File: src/rtl/cache_pkg.sv
// cache_pkg: geometry, fill FSM states and address field helpers for the cache fill sequencer
package cache_pkg;
  localparam int ADDR_W     = 16;
  localparam int BYTE_W     = 1;
  localparam int WORD_SEL_W = 3;
  localparam int SET_W      = 7;
  localparam int WORDS      = 2 ** WORD_SEL_W;
  localparam int SETS       = 2 ** SET_W;
  localparam int CNT_W      = WORD_SEL_W + 1;
  localparam int WORD_LSB   = BYTE_W;
  localparam int SET_LSB    = BYTE_W + WORD_SEL_W;
  typedef enum logic [1:0] {IDLE, FILL, DONE} fill_state_t;
  function automatic logic [SET_W-1:0] addr_set(input logic [ADDR_W-1:0] a);
    return a[SET_LSB +: SET_W];
  endfunction
  function automatic logic [WORD_SEL_W-1:0] addr_word(input logic [ADDR_W-1:0] a);
    return a[WORD_LSB +: WORD_SEL_W];
  endfunction
  function automatic logic [ADDR_W-1:0] with_word(input logic [ADDR_W-1:0] a,
                                                  input logic [WORD_SEL_W-1:0] w);
    logic [ADDR_W-1:0] r;
    r = a;
    r[WORD_LSB +: WORD_SEL_W] = w;
    r[BYTE_W-1:0] = '0;
    return r;
  endfunction
  function automatic logic [ADDR_W-1:0] block_base(input logic [ADDR_W-1:0] a);
    return with_word(a, '0);
  endfunction
endpackage

File: src/rtl/cache_fill_sequencer_if.sv
// cache_fill_if: CPU access, memory read and cache array enable signals of the fill sequencer
interface cache_fill_if;
  import cache_pkg::*;
  logic [ADDR_W-1:0] addr;
  logic              miss;
  logic              mem_valid;
  logic [SETS-1:0]   set_en;
  logic [WORDS-1:0]  word_en;
  logic              data_we;
  logic              tag_we;
  logic              mem_req;
  logic [ADDR_W-1:0] mem_addr;
  logic              busy;
  logic              fill_done;
  modport master (output addr, miss, mem_valid,
                  input  set_en, word_en, data_we, tag_we, mem_req, mem_addr, busy, fill_done);
  modport slave  (input  addr, miss, mem_valid,
                  output set_en, word_en, data_we, tag_we, mem_req, mem_addr, busy, fill_done);
endinterface

File: src/rtl/onehot_decoder.sv
// onehot_decoder: binary select to one-hot enable vector
module onehot_decoder #(
  parameter int IN_W = 3
) (
  input  logic [IN_W-1:0]      sel_i,
  output logic [2**IN_W-1:0]   onehot_o
);
  localparam int N = 2 ** IN_W;
  assign onehot_o = N'(1) << sel_i;
endmodule

File: src/rtl/cache_fill_sequencer.sv
// cache_fill_sequencer: idle set/word decode, pipelined block fill from memory, tag write and done pulse
module cache_fill_sequencer
  import cache_pkg::*;
(
  input  logic         clk,
  input  logic         rst_n,
  cache_fill_if.slave  bus
);
  fill_state_t           state_q, state_d;
  logic [CNT_W-1:0]      issue_q, issue_d, recv_q, recv_d;
  logic [ADDR_W-1:0]     base_q, base_d;
  logic [WORD_SEL_W-1:0] word_q, word_d;
  logic [SET_W-1:0]      set_sel;
  logic [WORD_SEL_W-1:0] word_sel;
  logic [WORDS-1:0]      word_dec;
  logic                  word_on, req, rx;
  onehot_decoder #(.IN_W(SET_W))      u_set_dec  (.sel_i(set_sel),  .onehot_o(bus.set_en));
  onehot_decoder #(.IN_W(WORD_SEL_W)) u_word_dec (.sel_i(word_sel), .onehot_o(word_dec));
  always_ff @(posedge clk or negedge rst_n) begin
    if (!rst_n) begin
      state_q <= IDLE;
      issue_q <= '0;
      recv_q  <= '0;
      base_q  <= '0;
      word_q  <= '0;
    end else begin
      state_q <= state_d;
      issue_q <= issue_d;
      recv_q  <= recv_d;
      base_q  <= base_d;
      word_q  <= word_d;
    end
  end
  always_comb begin
    state_d       = state_q;
    issue_d       = issue_q;
    recv_d        = recv_q;
    base_d        = base_q;
    word_d        = word_q;
    set_sel       = addr_set(bus.addr);
    word_sel      = addr_word(bus.addr);
    word_on       = 1'b0;
    req           = 1'b0;
    rx            = 1'b0;
    bus.data_we   = 1'b0;
    bus.tag_we    = 1'b0;
    bus.mem_addr  = '0;
    bus.busy      = 1'b0;
    bus.fill_done = 1'b0;
    unique case (state_q)
      IDLE: begin
        bus.busy = bus.miss;
        word_on  = 1'b1;
        if (bus.miss) begin
          base_d  = block_base(bus.addr);
          word_d  = addr_word(bus.addr);
          issue_d = '0;
          recv_d  = '0;
          state_d = FILL;
        end
      end
      FILL: begin
        bus.busy     = 1'b1;
        set_sel      = addr_set(base_q);
        req          = issue_q < CNT_W'(WORDS);
        bus.mem_addr = req ? with_word(base_q, issue_q[WORD_SEL_W-1:0]) : base_q;
        issue_d      = issue_q + CNT_W'(req);
        // a return only counts against a request already issued in an earlier cycle
        rx           = bus.mem_valid && (recv_q < issue_q);
        word_sel     = recv_q[WORD_SEL_W-1:0];
        word_on      = rx;
        bus.data_we  = rx;
        recv_d       = recv_q + CNT_W'(rx);
        if (rx && recv_q == CNT_W'(WORDS - 1)) begin
          bus.tag_we = 1'b1;
          state_d    = DONE;
        end
      end
      DONE: begin
        bus.busy      = 1'b1;
        bus.fill_done = 1'b1;
        set_sel       = addr_set(base_q);
        word_sel      = word_q;
        word_on       = 1'b1;
        bus.mem_addr  = base_q;
        state_d       = IDLE;
      end
      default: state_d = IDLE;
    endcase
  end
  assign bus.mem_req = req;
  // word enables are forced off while reset is held, even though IDLE decodes addr
  assign bus.word_en = (word_on && rst_n) ? word_dec : '0;
endmodule
File: src/flat_wrapper.sv
// flat-port wrapper written by rule: the top's interface ports become plain ports
module cache_fill_sequencer_flat import cache_pkg::*;
  (clk, rst_n, bus_addr, bus_miss, bus_mem_valid, bus_set_en, bus_word_en, bus_data_we, bus_tag_we, bus_mem_req, bus_mem_addr, bus_busy, bus_fill_done);
  cache_fill_if bus_i ();
  input  logic clk;
  input  logic rst_n;
  input wire logic [$bits(bus_i.addr)-1:0] bus_addr;
  input wire logic [$bits(bus_i.miss)-1:0] bus_miss;
  input wire logic [$bits(bus_i.mem_valid)-1:0] bus_mem_valid;
  output wire logic [$bits(bus_i.set_en)-1:0] bus_set_en;
  output wire logic [$bits(bus_i.word_en)-1:0] bus_word_en;
  output wire logic [$bits(bus_i.data_we)-1:0] bus_data_we;
  output wire logic [$bits(bus_i.tag_we)-1:0] bus_tag_we;
  output wire logic [$bits(bus_i.mem_req)-1:0] bus_mem_req;
  output wire logic [$bits(bus_i.mem_addr)-1:0] bus_mem_addr;
  output wire logic [$bits(bus_i.busy)-1:0] bus_busy;
  output wire logic [$bits(bus_i.fill_done)-1:0] bus_fill_done;
  assign bus_i.addr = bus_addr;
  assign bus_i.miss = bus_miss;
  assign bus_i.mem_valid = bus_mem_valid;
  assign bus_set_en = bus_i.set_en;
  assign bus_word_en = bus_i.word_en;
  assign bus_data_we = bus_i.data_we;
  assign bus_tag_we = bus_i.tag_we;
  assign bus_mem_req = bus_i.mem_req;
  assign bus_mem_addr = bus_i.mem_addr;
  assign bus_busy = bus_i.busy;
  assign bus_fill_done = bus_i.fill_done;
  cache_fill_sequencer u_core (.clk(clk), .rst_n(rst_n), .bus(bus_i));
endmodule
File: config.mk
export PLATFORM = sky130hd
export DESIGN_NAME = cache_fill_sequencer_flat
export DESIGN_NICKNAME = d
export VERILOG_FILES = /design/src/rtl/cache_pkg.sv /design/src/rtl/cache_fill_sequencer_if.sv /design/src/rtl/onehot_decoder.sv /design/src/rtl/cache_fill_sequencer.sv /design/src/flat_wrapper.sv
export SDC_FILE = /design/constraint.sdc
export NUM_CORES = 1
export LEC_CHECK = 0
export CORE_ASPECT_RATIO = 0.9
export CORE_MARGIN = 2
export CORE_UTILIZATION = 50
export DETAILED_ROUTE_END_ITERATION = 16
export DONT_BUFFER_PORTS = 1
export GPL_TIMING_DRIVEN = 0
export PLACE_DENSITY = 0.68
export SYNTH_ARGS = -nofsm -noshare
export SYNTH_HDL_FRONTEND = slang
export SYNTH_HIERARCHICAL = 1
export SYNTH_SLANG_ARGS = --single-unit
File: constraint.sdc
create_clock -name clk -period 2.7 [get_ports clk]
set_input_delay 0.405 -clock clk [delete_from_list [all_inputs] [get_ports clk]]
set_output_delay 0.405 -clock clk [all_outputs]
set_load 0.03 [all_outputs]
==> results of run 1 <==
metrics by stage:
stage | hold WS [ns] | instances | utilization (%) | setup TNS (ns) | cell area (µm²)
CTS | 0.271 | 462 | 87.1 | -16.98 | 4580
detailed placement | 0.110 | 429 | 63.5 | -33.79 | 3330
global placement | 0.110 | 429 | 63.5 | -31.75 | 3330
floorplan | 0.109 | 362 | - | -2.41 | 3250
cells by family after synthesis:
| group | after synthesis | synth area share (%) |
|---|---|---|
| simple gates | 228 | 46.1 |
| buf+inv | 44 | 8.79 |
| compound gates | 30 | 7.60 |
| flops | 25 | 22.9 |
| mux | 23 | 9.43 |
| fa+ha+maj | 11 | 5.03 |
| other cells | 1 | 0.137 |
repair_timing:
| item | in CTS |
|---|---|
| setup endpoints to repair | 136 |
| cloned | 3 |
| gates resized for setup | 208 |
| hold buffers | 2 |
| hold endpoints to repair | 25 |
| setup buffers | 30 |
| pin swaps | 75 |
==> reports/results.ini, run 1 <==
[sta]
worst_endpoint_kind = output port
crit_endpoint = bus_set_en[68]

[yosys]
netlist_area_um2 = 2730
synth_edf_count = 0
yosys.cell_types.count = 48
synth_commonest_cells = nor2_1 (136), dfrtp_1 (25), mux2_2 (22)
yosys.area.top_type = dfrtp_1
async_reset_ff_share_pct = 100
ys_seq_area_share_pct = 22.9
syn-num-nets = 393
yosysMostFrequentCell = nor2_1
synth.avg_cell_area_um2 = 7.55
synth_top_area_share_pct = 22.9
synthTopCellsByArea = dfrtp_1 (23%), nor2_1 (19%), mux2_2 (9.1%)
yosys_most_used_dff = dfrtp_1
syn_inst = 362
ys_seq_elements = 25
yosysWarnings = 6

[clocking]
cts.path.max_buffers = 2
cts_root_buf = clkbuf_8
cts_buffers = 3
clock_sinks = 25
htreeDepth = 1

[floorplan]
die_w_um = 81.9
die_h_um = 74.2
io_pins = 177
initial_core_util_pct = 52.0
std_cell_rows = 25

[grt]
grt_antenna_before_repair = 1
grt_max_degree = 26

[place]
place_ws_ns = -0.503
gp_congestion = 0.890
place.port_buffers = 0
place_hpwl_mm = 6.45

[run_status]
status = aborted with a tool error
flow.stopped_at = 5_1_grt
firstError = [ERROR DPL-0033] detailed placement checks failed during check placement.

==> run 2: changes to the inputs <==
CORE_ASPECT_RATIO = unset   (was 0.9)
CORE_UTILIZATION = 35   (was 50)
PLACE_DENSITY = unset   (was 0.68)
PLACE_DENSITY_LB_ADDON = 0.15   (was unset)
clock period = 3.51 ns   (was 2.7 ns; I/O delays follow)
==> reports/results.ini, run 2 <==
[floorplan]
die_h_um = 92.4  ; +25%
die_w_um = 92.4  ; +13%
io_pins = 177  ; unchanged
die_area_um2 = 8530
core_um2 = 7650
initial_core_util_pct = 35.7  ; -16 points
std_cell_rows = 32  ; +28%

[route]
drt_iter0_markers = 70
dr_total_vias = 2644
first_pass_iters = 4
wl_mm = 8.38
vias_per_cell = 5.61
wl_per_cell_um = 17.8
drc = 0
final_antenna_net_count = 0

[grt]
grt.overflow.total = 0
groute.usage.overall_pct = 18.1
grt_pass1_vias = 2245
grt_pass1_wl_mm = 12.5
grt_antenna_before_repair = 0
grt_max_degree = 26

[sta]
setup_tns_ns = 0
fmax_mhz = 288
worst_slew_pin_slew_ns = 0.919
hold_violations = 0
period_needed_ns = 3.47
fin_crit_sh_pct = 98.8
rsz0062_at_grt = yes
fin_hold_ws_ns = 0.0496
setup_viol = 0
slew_violations = 0
fin_skew_ns = 0.00680
relSlewSlack_pct = 38.3

[clocking]
htreeDepth = 1  ; unchanged
cts_root_buf = clkbuf_8
clk_latency_ns = 0.28
tritoncts = built
clkTransAtPathRegs_ns = 0.10
cts.path.max_buffers = 2  ; unchanged
clock_sinks = 25  ; unchanged
cts_buffers = 3  ; unchanged

[layout]
largest_reg_flops = 12
reg_top3 = u_core/base_q: 12 flops, u_core/issue_q: 4 flops, u_core/recv_q: 4 flops
final_cells = 471
n_antenna_cell = 0
regMostFlops = u_core/base_q
final_layout_size_suffix_gt1_share_pct = 41.2
fillers = 771
final_nets = 401
final_common_cell = nor2_1
synthToLayoutAreaGrowth_pct = 21.1
design_area_um2 = 3310
most-common-layout-cells = nor2_1 (61), nor2_2 (45), nor2_4 (30)

[worst_setup_path]
r2r_cells = 10
cp.depth = 8
worst-r2r-setup-slack_ns = 1.32
crit_path_end = bus_set_en[28]
cp_top_family = simple AND/OR/NAND/NOR gates
end_kind = output port
r2r-end = u_core/recv_q[3]
crit_fanout = 10
cp_common_cell = buf_4
cpPeakStageDelay_ns = 0.67
cp-startpoint = u_core/state_q[1]
cp_num_buf_inv = 4
crit_type = reg2out
critPathRequiredTime_ns = 2.98
r2r-start = u_core/issue_q[3]
start_kind = flop
path_cells = inv_1 > ha_1 > buf_4 > buf_4 > mux2_2 > buf_6 > or4b_1 > nor2_2
arrival_ns = 2.94
slowest_stage = or4b_1

[pwr]
seqPwrFrac_pct = 17.7
leakage_nw = 1.11
pwr-share-clk_pct = 7.1
intPower_w = 0.00114
p_sw_share_pct = 58.0
peakVddDrop_mv = 0.288
pwr-share-comb_pct = 75.3
switchingPower_w = 0.00157
p_per_area_nw_per_um2 = 820

[yosys]
synth_top_area_share_pct = 22.9  ; unchanged
ys_seq_elements = 25  ; unchanged
syn_inst = 362  ; unchanged
yosysMostFrequentCell = nor2_1
synthTopCellsByArea = dfrtp_1 (23%), nor2_1 (19%), mux2_2 (9.1%)
ys_seq_area_share_pct = 22.9  ; unchanged
netlist_area_um2 = 2730  ; unchanged
syn-num-nets = 393  ; unchanged
yosys.area.top_type = dfrtp_1
synth.avg_cell_area_um2 = 7.55  ; unchanged
yosys_most_used_dff = dfrtp_1
async_reset_ff_share_pct = 100  ; unchanged
synth_commonest_cells = nor2_1 (136), dfrtp_1 (25), mux2_2 (22)
synth_edf_count = 0  ; unchanged
yosys.cell_types.count = 48  ; unchanged
yosysWarnings = 6  ; unchanged

[place]
postPlaceCellArea_um2 = 2860  ; -14%
place_hpwl_mm = 6.26  ; -3.0%
dp.cells = 464  ; +8.2%
gp_congestion = 0.772  ; -13%
place.port_buffers = 0  ; unchanged

[worst_hold_path]
hp-class = in2async

[run_status]
status = finished clean

[run]
maxCapViolCount = 0

[run 2: cell counts after synthesis]
No cell type changed its count.
[run 2: cell type report]
class | count | area, µm² | area share [%]
Sequential cell | 25 | 626 | 18.9
Clock buffer | 3 | 41.3 | 1.25
Tap cell | 102 | 128 | 3.86
Clock inverter | 1 | 8.76 | 0.265
Timing Repair Buffer | 4 | 42.5 | 1.29
Buffer | 33 | 216 | 6.54
Multi-Input combinational cell | 293 | 2210 | 66.8
Inverter | 10 | 37.5 | 1.13
[run 2: per-stage QoR]
step	utilization (%)	power (W)	setup WS (ns)
floorplan	-	0.00196	0.336
global placement	37.4	0.00227	-0.0269
detailed placement	37.4	0.00230	-0.0294
CTS	41.8	0.00266	-0.0353
global route	43.3	0.00291	-0.100
finish	43.3	0.00271	0.0404
[run 2: worst register-to-register path, cell delays in order, from the launching register on]
cell and delay [ns]:
dfrtp_1 0.43, inv_1 0.12, ha_1 0.31, o211ai_1 0.11, o211ai_1 0.27, inv_1 0.12
ha_1 0.22, and3_1 0.19, nand4_1 0.08, o21ai_0 0.08, nor3_1 0.19
[run 2: what timing repair did]
item / in CTS / in global routing
gates resized for setup: 74 / 38
setup endpoints to repair: 80 / 91
cloned: 0 / 0
hold buffers: 1 / 0
pin swaps: 1 / 1
hold endpoints to repair: 25 / 0
buffers inserted: 1 / 2
[run 2: worst min-delay path by stage]
stage / from / end / depth (start not counted) / slack [ns]
2_1_floorplan: rst_n / u_core/base_q[10] / 0 / 0.23
3_3_place_gp: rst_n / u_core/state_q[0] / 0 / 0.23
3_5_place_dp: rst_n / u_core/state_q[0] / 0 / 0.23
4_1_cts: rst_n / u_core/base_q[7] / 1 / 0.05
5_1_grt: rst_n / u_core/base_q[6] / 1 / 0.05
6_report: rst_n / u_core/base_q[7] / 1 / 0.05
[run 2: logic make-up after synthesis]
logic type | synth area share [%]
adders and majority gates | 5.03
and+or+nand+nor | 46.1
other | 0.137
muxes | 9.43
DFF | 22.9
buffers and inverters | 8.79
AOI/OAI and AO/OA | 7.60
[run 2: layer usage]
layer / GRT usage, % / up-vias / wire length (µm)
li1: - / 1254 / -
met1: 25.6 / 1290 / 3890
met2: 29.4 / 98 / 3920
met3: 3.82 / 2 / 544
met4: 1.99 / 0 / 28
met5: 0 / - / 0
[run 2: power by group through the flow]
stage          Combinational (W)  Sequential (W)  Clock, W
6_report                 0.00204        0.000479  0.000191
5_1_grt                  0.00221        0.000497  0.000205
4_1_cts                  0.00199        0.000478  0.000195
3_5_place_dp             0.00181        0.000489         0
3_3_place_gp             0.00178        0.000485         0
2_1_floorplan            0.00149        0.000465         0
Note: power is estimated with default switching activity, not from simulation.
